## src/rtl/prbs_led_pkg.sv

```systemverilog
// ---------------------------------------------------------------------------
// prbs_led_pkg
// Shared constants and helpers for the LED level/step and PRBS phase
// stepping blocks.
//   DIR_UP / DIR_DN      : encoding of the counter direction input
//   MODE_SAT / MODE_WRAP : encoding of the counter limit-behaviour input
//   clamp_val()          : clamp a value into [min_val, max_val]
// ---------------------------------------------------------------------------
package prbs_led_pkg;

  localparam logic DIR_UP    = 1'b1;
  localparam logic DIR_DN    = 1'b0;
  localparam logic MODE_SAT  = 1'b0;
  localparam logic MODE_WRAP = 1'b1;

  // Operands are 17 bits so any counter up to 16 bits can be clamped without
  // overflow; callers zero-extend their operands and truncate the result.
  function automatic logic [16:0] clamp_val(input logic [16:0] value,
                                            input logic [16:0] min_val,
                                            input logic [16:0] max_val);
    logic [16:0] res;
    res = value;
    if (value < min_val) begin
      res = min_val;
    end else if (value > max_val) begin
      res = max_val;
    end
    return res;
  endfunction

endpackage

```

## src/rtl/counter_sat_updn.sv

```systemverilog
// ---------------------------------------------------------------------------
// counter_sat_updn
// Parametrised up/down counter bounded to [MIN_VAL, MAX_VAL] that either
// saturates or wraps at the limits, with synchronous clear/load, registered
// limit flags, a one-cycle limit_hit pulse and a sticky overflow flag.
//
// Ports
//   clk        in   clock, rising edge
//   rst        in   asynchronous active-high reset
//   enable     in   one count step per cycle when high
//   dir        in   1 = up, 0 = down
//   wrap       in   0 = saturate at limits, 1 = wrap to opposite limit
//   clr        in   synchronous clear to RESET_VAL, also clears ovf
//   load       in   synchronous load of load_val (clamped into range)
//   load_val   in   [WIDTH] value to load
//   out        out  [WIDTH] registered counter value
//   at_max     out  registered, out == MAX_VAL
//   at_min     out  registered, out == MIN_VAL
//   limit_hit  out  registered pulse when a counting step lands on a limit
//   ovf        out  sticky, set when a step is attempted beyond a limit
//
// Priority per edge: clr > load > enable > hold. All outputs are registered.
// ---------------------------------------------------------------------------
module counter_sat_updn
  import prbs_led_pkg::*;
#(
  parameter int WIDTH     = 4,
  parameter int MIN_VAL   = 0,
  parameter int MAX_VAL   = (1 << WIDTH) - 1,
  parameter int RESET_VAL = MIN_VAL
) (
  input  logic             clk,
  input  logic             rst,
  input  logic             enable,
  input  logic             dir,
  input  logic             wrap,
  input  logic             clr,
  input  logic             load,
  input  logic [WIDTH-1:0] load_val,
  output logic [WIDTH-1:0] out,
  output logic             at_max,
  output logic             at_min,
  output logic             limit_hit,
  output logic             ovf
);

  // Parameter legality, rejected at elaboration.
  if (WIDTH < 2 || WIDTH > 16) begin : g_bad_width
    $error("counter_sat_updn: WIDTH must be in 2..16");
  end
  if (MIN_VAL < 0 || MIN_VAL >= MAX_VAL) begin : g_bad_min
    $error("counter_sat_updn: need 0 <= MIN_VAL < MAX_VAL");
  end
  if (MAX_VAL > (1 << WIDTH) - 1) begin : g_bad_max
    $error("counter_sat_updn: MAX_VAL exceeds 2**WIDTH-1");
  end
  if (RESET_VAL < MIN_VAL || RESET_VAL > MAX_VAL) begin : g_bad_rst
    $error("counter_sat_updn: RESET_VAL outside [MIN_VAL, MAX_VAL]");
  end

  localparam logic [WIDTH-1:0] L_MIN    = WIDTH'(MIN_VAL);
  localparam logic [WIDTH-1:0] L_MAX    = WIDTH'(MAX_VAL);
  localparam logic [WIDTH-1:0] L_RST    = WIDTH'(RESET_VAL);
  localparam logic [WIDTH-1:0] L_ONE    = WIDTH'(1);
  localparam logic [WIDTH:0]   L_MAX_X  = (WIDTH+1)'(MAX_VAL);
  localparam logic [WIDTH:0]   L_ONE_X  = (WIDTH+1)'(1);

  logic [WIDTH-1:0] r_out;
  logic             r_at_max;
  logic             r_at_min;
  logic             r_hit;
  logic             r_ovf;

  logic [WIDTH:0]   w_up;
  logic [WIDTH-1:0] w_dn;
  logic [WIDTH-1:0] w_nxt_out;
  logic             w_nxt_ovf;
  logic             w_nxt_hit;

  always_comb begin
    // The increment is one bit wider so stepping past MAX_VAL is detected
    // before truncation, even when MAX_VAL == 2**WIDTH-1.
    w_up      = {1'b0, r_out} + L_ONE_X;
    w_dn      = r_out - L_ONE;
    w_nxt_out = r_out;
    w_nxt_ovf = r_ovf;
    w_nxt_hit = 1'b0;

    if (clr) begin
      w_nxt_out = L_RST;
      w_nxt_ovf = 1'b0;
    end else if (load) begin
      w_nxt_out = WIDTH'(clamp_val(17'(load_val), 17'(MIN_VAL), 17'(MAX_VAL)));
    end else if (enable) begin
      case (dir)
        DIR_UP: begin
          if (w_up <= L_MAX_X) begin
            w_nxt_out = w_up[WIDTH-1:0];
            w_nxt_hit = (w_up == L_MAX_X);
          end else begin
            w_nxt_ovf = 1'b1;
            case (wrap)
              MODE_WRAP: begin
                w_nxt_out = L_MIN;
                w_nxt_hit = 1'b1;
              end
              MODE_SAT: begin
                // Hold at MAX_VAL; an unchanged value is not a limit hit.
              end
            endcase
          end
        end
        DIR_DN: begin
          if (r_out > L_MIN) begin
            w_nxt_out = w_dn;
            w_nxt_hit = (w_dn == L_MIN);
          end else begin
            w_nxt_ovf = 1'b1;
            case (wrap)
              MODE_WRAP: begin
                w_nxt_out = L_MAX;
                w_nxt_hit = 1'b1;
              end
              MODE_SAT: begin
                // Hold at MIN_VAL; an unchanged value is not a limit hit.
              end
            endcase
          end
        end
      endcase
    end
  end

  always_ff @(posedge clk or posedge rst) begin
    if (rst) begin
      r_out    <= L_RST;
      r_at_max <= (RESET_VAL == MAX_VAL);
      r_at_min <= (RESET_VAL == MIN_VAL);
      r_hit    <= 1'b0;
      r_ovf    <= 1'b0;
    end else begin
      r_out    <= w_nxt_out;
      // Flags are derived from the next value so they line up with out.
      r_at_max <= (w_nxt_out == L_MAX);
      r_at_min <= (w_nxt_out == L_MIN);
      r_hit    <= w_nxt_hit;
      r_ovf    <= w_nxt_ovf;
    end
  end

  assign out       = r_out;
  assign at_max    = r_at_max;
  assign at_min    = r_at_min;
  assign limit_hit = r_hit;
  assign ovf       = r_ovf;

endmodule

```

## config.mk

```make
export PLATFORM = sky130hd
export DESIGN_NAME = counter_sat_updn
export DESIGN_NICKNAME = d
export VERILOG_FILES = /design/src/rtl/prbs_led_pkg.sv /design/src/rtl/counter_sat_updn.sv
export SDC_FILE = /design/constraint.sdc
export NUM_CORES = 1
export LEC_CHECK = 0
export BUFFER_PORTS_ARGS = -buffer_cell sky130_fd_sc_hd__buf_2
export CAP_MARGIN = 20
export CORE_AREA = 2 2 43 45
export CTS_BUF_LIST = sky130_fd_sc_hd__clkbuf_8
export CTS_CLUSTER_DIAMETER = 40
export DETAILED_ROUTE_END_ITERATION = 8
export DIE_AREA = 0 0 45 47
export PLACE_DENSITY = 0.72
export SLEW_MARGIN = 30
export SYNTH_ARGS = -nofsm -noshare
export SYNTH_HDL_FRONTEND = slang
export SYNTH_SLANG_ARGS = --single-unit
export TNS_END_PERCENT = 10
```

## constraint.sdc

```tcl
create_clock -name clk -period 2.6 [get_ports clk]
set_clock_uncertainty 0.1 [all_clocks]
set_input_delay 0 -clock clk [delete_from_list [all_inputs] [get_ports clk]]
set_output_delay 0 -clock clk [all_outputs]
set_load 0.01 [all_outputs]
```

**Word-level counts from Yosys, hierarchy flattened**

Index checks and enable logic that the tools add are counted.

- Add/subtract/negate cells: 2
- Order comparisons: 2
- Eq/ne operators: 5
- Muxes and demuxes: 21
- Bitwise logic cells: 1
- Reductions and logical operators: 4

Operators with widths:

| kind | count |
|---|---|
| $mux 4 | 7 |
| $mux 1 | 11 |
| $logic_not 4->1 | 2 |
| $pmux 4 s2 | 1 |
| $ne 3x3->1 const B | 2 |
| $add 4x1->5 const B | 1 |
| $eq 5x4->1 const B | 1 |
| $le 5x4->1 const B | 1 |
| $eq 4x4->1 const B | 1 |
| $gt 4x1->1 const B | 1 |
| $pmux 1 s2 | 2 |
| $reduce_and 4->1 | 1 |
| $sub 4x1->4 const B | 1 |
| $ne 2x2->1 const B | 1 |
| $reduce_bool 2->1 | 1 |
| $not 1->1 | 1 |

- Register bits: 8
- Output and inout port bits: 8
- Logic and storage cells: 40

**Longest topological paths before layout**

- Word-level depth: 8
- Gate-level depth with buffers: 9

**Least setup slack after synthesis**

Ideal clock, no wire load.

- Path kind: reg-to-reg
- From: register r_out[1] (netlist: out[1])
- To: register r_at_max (netlist: at_max)
- Library setup time: 0.068 ns
- Data arrival time: 2.296 ns
- Data required time: 2.432 ns
- Setup slack: 0.136 ns
- Stages on the path, launching flop included: 10
- Buffers on the path: 1
- Period minus slack after synthesis: 2.464 ns
- Path through: dfrtp_1 -> clkbuf_1 -> inv_1 -> ha_1 -> nand2b_1 -> o21ai_1 -> o211ai_2 -> or4b_1 -> a221oi_2 -> and4_1

- Word-level cells in the longest chain between the ends: 8
- Elaborated cells on any way between the ends: 13
- Classes of those cells: add/sub: 2; order compare: 2; eq/ne: 1; mux: 8

RTL lines:

| element | RTL line | text |
|---|---|---|
| from (decl) | counter_sat_updn.sv:68 | `logic [WIDTH-1:0] r_out;` |
| from (signal assigned) | counter_sat_updn.sv:142 | `r_out <= w_nxt_out;` |
| $add 4x1->5 | counter_sat_updn.sv:83 | `w_up = {1'b0, r_out} + L_ONE_X;` |
| $le 5x4->1 | counter_sat_updn.sv:97 | `if (w_up <= L_MAX_X) begin` |
| $mux 4 | counter_sat_updn.sv:97 |  |
| $pmux 4 s2 (*) | counter_sat_updn.sv:95 | `case (dir)` |
| $mux 4 (*) | counter_sat_updn.sv:94 | `end else if (enable) begin` |
| $mux 4 (*) | counter_sat_updn.sv:92 | `end else if (load) begin` |
| $mux 4 (*) | counter_sat_updn.sv:89 | `if (clr) begin` |
| net w_nxt_out[2] | counter_sat_updn.sv:76 | `logic [WIDTH-1:0] w_nxt_out;` |
| $eq 4x4->1 (*) | counter_sat_updn.sv:144 | `r_at_max <= (w_nxt_out == L_MAX);` |
| to (signal assigned) | counter_sat_updn.sv:137 | `r_at_max <= (RESET_VAL == MAX_VAL);` |
| to (signal assigned) | counter_sat_updn.sv:144 |  |
| to (decl) | counter_sat_updn.sv:69 | `logic r_at_max;` |

The timed path passes the listed nets; every way through them passes the cells marked *.
A chain may end at the register's enable or synchronous reset.

**Final worst setup path**

- From: register r_out[0] (netlist: out[0])
- To: register r_at_max (netlist: at_max)

The elaborated chain is that of the path after synthesis.

==> flow_metrics.env <==
export IMPL_status="complete, no violations"
export IMPL_cts_made_buffers=3
export IMPL_drive_gt1_share_pct=25.0
export IMPL_synthesis_area_um2=802
export IMPL_ir_drop_mv=0.412
export IMPL_met1_length_um=889
export IMPL_r2r_start="out[0]$_DFF_PP0_"
export IMPL_place_hpwl_um=1550
export IMPL_min_from="load"
export IMPL_crit_end="at_max$_DFF_PP0_"
export IMPL_vias=927
export IMPL_synth_seq_cells=8
export IMPL_drt_initial_drc_count=31
export IMPL_min_period_ns=2.42
export IMPL_chipWidth_um=45
export IMPL_slew_headroom_pct=67.4
export IMPL_highest_layer="met4"
export IMPL_grt_ovfl_total=0
export IMPL_clk_pin_slew_ns=0.04
export IMPL_drc=0
export IMPL_ios=19
export IMPL_r2r_end="at_max$_DFF_PP0_"
export IMPL_worstPathRequired_ns=2.66
export IMPL_cts_buffer_depth=2
export IMPL_setup_viol=0
export IMPL_power_density_nw_per_um2=459
export IMPL_finalSetupTns_ns=0
export IMPL_stdcell_count=149
export IMPL_r2r_setup_slack_ns=0.18
export IMPL_antenna_found_initial=0
export IMPL_fillers=163
export IMPL_tightestPinTransition_ns=0.489
export IMPL_slew_violations=0
export IMPL_areaGrowthSynthToFinish_pct=23.4
export IMPL_die_area_um2=2120
export IMPL_cp_end_kind="register"
export IMPL_cts_tree="done"
export IMPL_synth_seq_area_share_pct=25.1
export IMPL_track_usage_pct=22.3
export IMPL_yosysTopAreaCell="dfrtp_1"
export IMPL_cts_hold_buffers=3
export IMPL_wl_per_cell_um=14.2
export IMPL_hold_viol=0
export IMPL_placed_cells=142
export IMPL_row_count=15
export IMPL_syn_inst=111
export IMPL_grt_start_max_net_pins=17
export IMPL_yosysWarningCount=0
export IMPL_dr_pass1_iters=4
export IMPL_antenna_diode_count=0
export IMPL_clk_latency_ns=0.23
export IMPL_met3_length_um=168
export IMPL_syn_nets=126
export IMPL_synth_flop_cell="dfrtp_1"
export IMPL_port_buffers=18
export IMPL_grt_first_pass_wirelength_um=3480
export IMPL_antenna_left=0
export IMPL_die_y_um=47
export IMPL_cap_violations=0
export IMPL_whs_ns=0.0358
export IMPL_synth_area_leaders="dfrtp_1, a21oi_1, ha_1, o21ai_0, nand2_1"
export IMPL_initial_core_util_pct=48.6
export IMPL_utilization_pct=59.9
export IMPL_grt_pass1_vias=804
export IMPL_r2r_cells=7
export IMPL_cts_root_buf="clkbuf_8"
export IMPL_hold_class="in -> reg"
export IMPL_fin_crit_sh_pct=93.0
export IMPL_async_flop_share_pct=100
export IMPL_wl_met2_um=996
export IMPL_fmax_ghz=0.414
export IMPL_routed_wl_um=2120
export IMPL_cts_resized=0
export IMPL_clock_sinks=8
export IMPL_leakagePower_nw=0.460
export IMPL_post_cts_buffers=0
export IMPL_cts_htree_levels=1
export IMPL_yosys_area_top_type_share_pct=21.8
export IMPL_cp_start_kind="register"
export IMPL_syn_area_per_cell_um2=7.23
export IMPL_critical_path_class="reg -> reg"
export IMPL_crit_fanout=8
export IMPL_core_region_area_um2=1650
export IMPL_synth_cell_type_count=37
export IMPL_via_per_inst=6.22
export IMPL_worstSetupStartpoint="out[0]$_DFF_PP0_"
export IMPL_place_gp_congestion=0.930
export IMPL_cp_data_arrival_time_ns=2.48
export IMPL_synth_edf_count=0
export IMPL_fin_nets=148
export IMPL_rsz0062_at_grt="false"
==> how the worst min path moves through the flow <==
stage | endpoint | slack (ns) | cells after the start
final | out[2]$_DFF_PP0_ | 0.04 | 2
after global routing | out[2]$_DFF_PP0_ | 0.04 | 2
after CTS | out[2]$_DFF_PP0_ | 0.03 | 2
after detailed placement | out[0]$_DFF_PP0_ | -0.15 | 2
after global placement | limit_hit$_DFF_PP0_ | -0.16 | 2
after floorplan | at_max$_DFF_PP0_ | -0.29 | 1
==> per-stage QoR <==
step	instance area (um^2)	total power, mW	setup WS (ns)
after floorplan	802	0.253	0.136
after CTS	990	0.458	0.173
after detailed placement	915	0.301	0.205
after global routing	990	0.487	0.0372
final	990	0.455	0.182
after global placement	915	0.301	0.260
==> flip-flops by register name (all words and copies together), names as in the netlist <==
| signal | cells |
|---|---|
| out | 4 |
| at_min | 1 |
| limit_hit | 1 |
| at_max | 1 |
| ovf | 1 |
==> Yosys cell counts (all sizes together) (2+ instances only) <==
cell type  count
and2b          2
nand2         11
nor3           4
nor2           9
ha             4
nor2b          3
o211ai         2
o31a           2
nor4           4
dfrtp          7
buf            2
inv           10
a221oi         3
clkbuf         7
nand3          2
a31oi          2
o21ai         11
a21oi         11
nand4          2
==> power breakdown <==
part / switching [mW] / total, mW / internal, mW
registers: 0.0141 / 0.149 / 0.135
logic: 0.0897 / 0.157 / 0.0670
clock network: 0.0464 / 0.148 / 0.102
total: 0.150 / 0.455 / 0.304
==> per-layer routing <==
layer  vias up  track usage (%)
met5         -                0
met4         0             5.29
met3         8             5.77
met2        49             37.1
met1       426             29.0
li1        444                -
==> cell families after synthesis <==
kind of cell | Yosys count | share of synthesized area (%)
flops | 8 | 25.1
buf+inv | 19 | 9.21
simple gates | 42 | 27.0
fa+ha+maj | 4 | 6.24
compound gates | 36 | 29.8
mux | 2 | 2.65
==> cell type report <==
type | instances | area, um^2 | share of cell area, %
Sequential cell | 8 | 201 | 20.4
Clock buffer | 3 | 41.3 | 4.17
Multi-Input combinational cell | 84 | 527 | 53.2
Tap cell | 17 | 21.3 | 2.15
Clock inverter | 1 | 3.75 | 0.379
Timing Repair Buffer | 26 | 158 | 15.9
Inverter | 10 | 37.5 | 3.79
==> worst max-delay path, cell delays in order, from the launching register on <==
cell and delay, ns:
dfrtp_1 0.41, ha_1 0.31, and2b_2 0.26, a21oi_2 0.07
o211ai_2 0.19, or4b_1 0.47, a221oi_2 0.30, and4_1 0.22
==> cell usage in the layout, fill, tap and decap left out, types with 2 or more instances in the layout <==
cell type,n
buf_2,18
inv_1,11
nand2_1,11
o21ai_0,10
a21oi_1,10
nor2_1,9
dfrtp_1,7
buf_4,5
nor3_1,4
nor4_1,4
ha_1,4
nor2b_1,3
clkbuf_8,3
dlygate4sd3_1,3
a221oi_1,2
o31a_1,2
nand4_1,2
nand3_1,2
a31oi_1,2
Power figures use the tool's default switching activity.
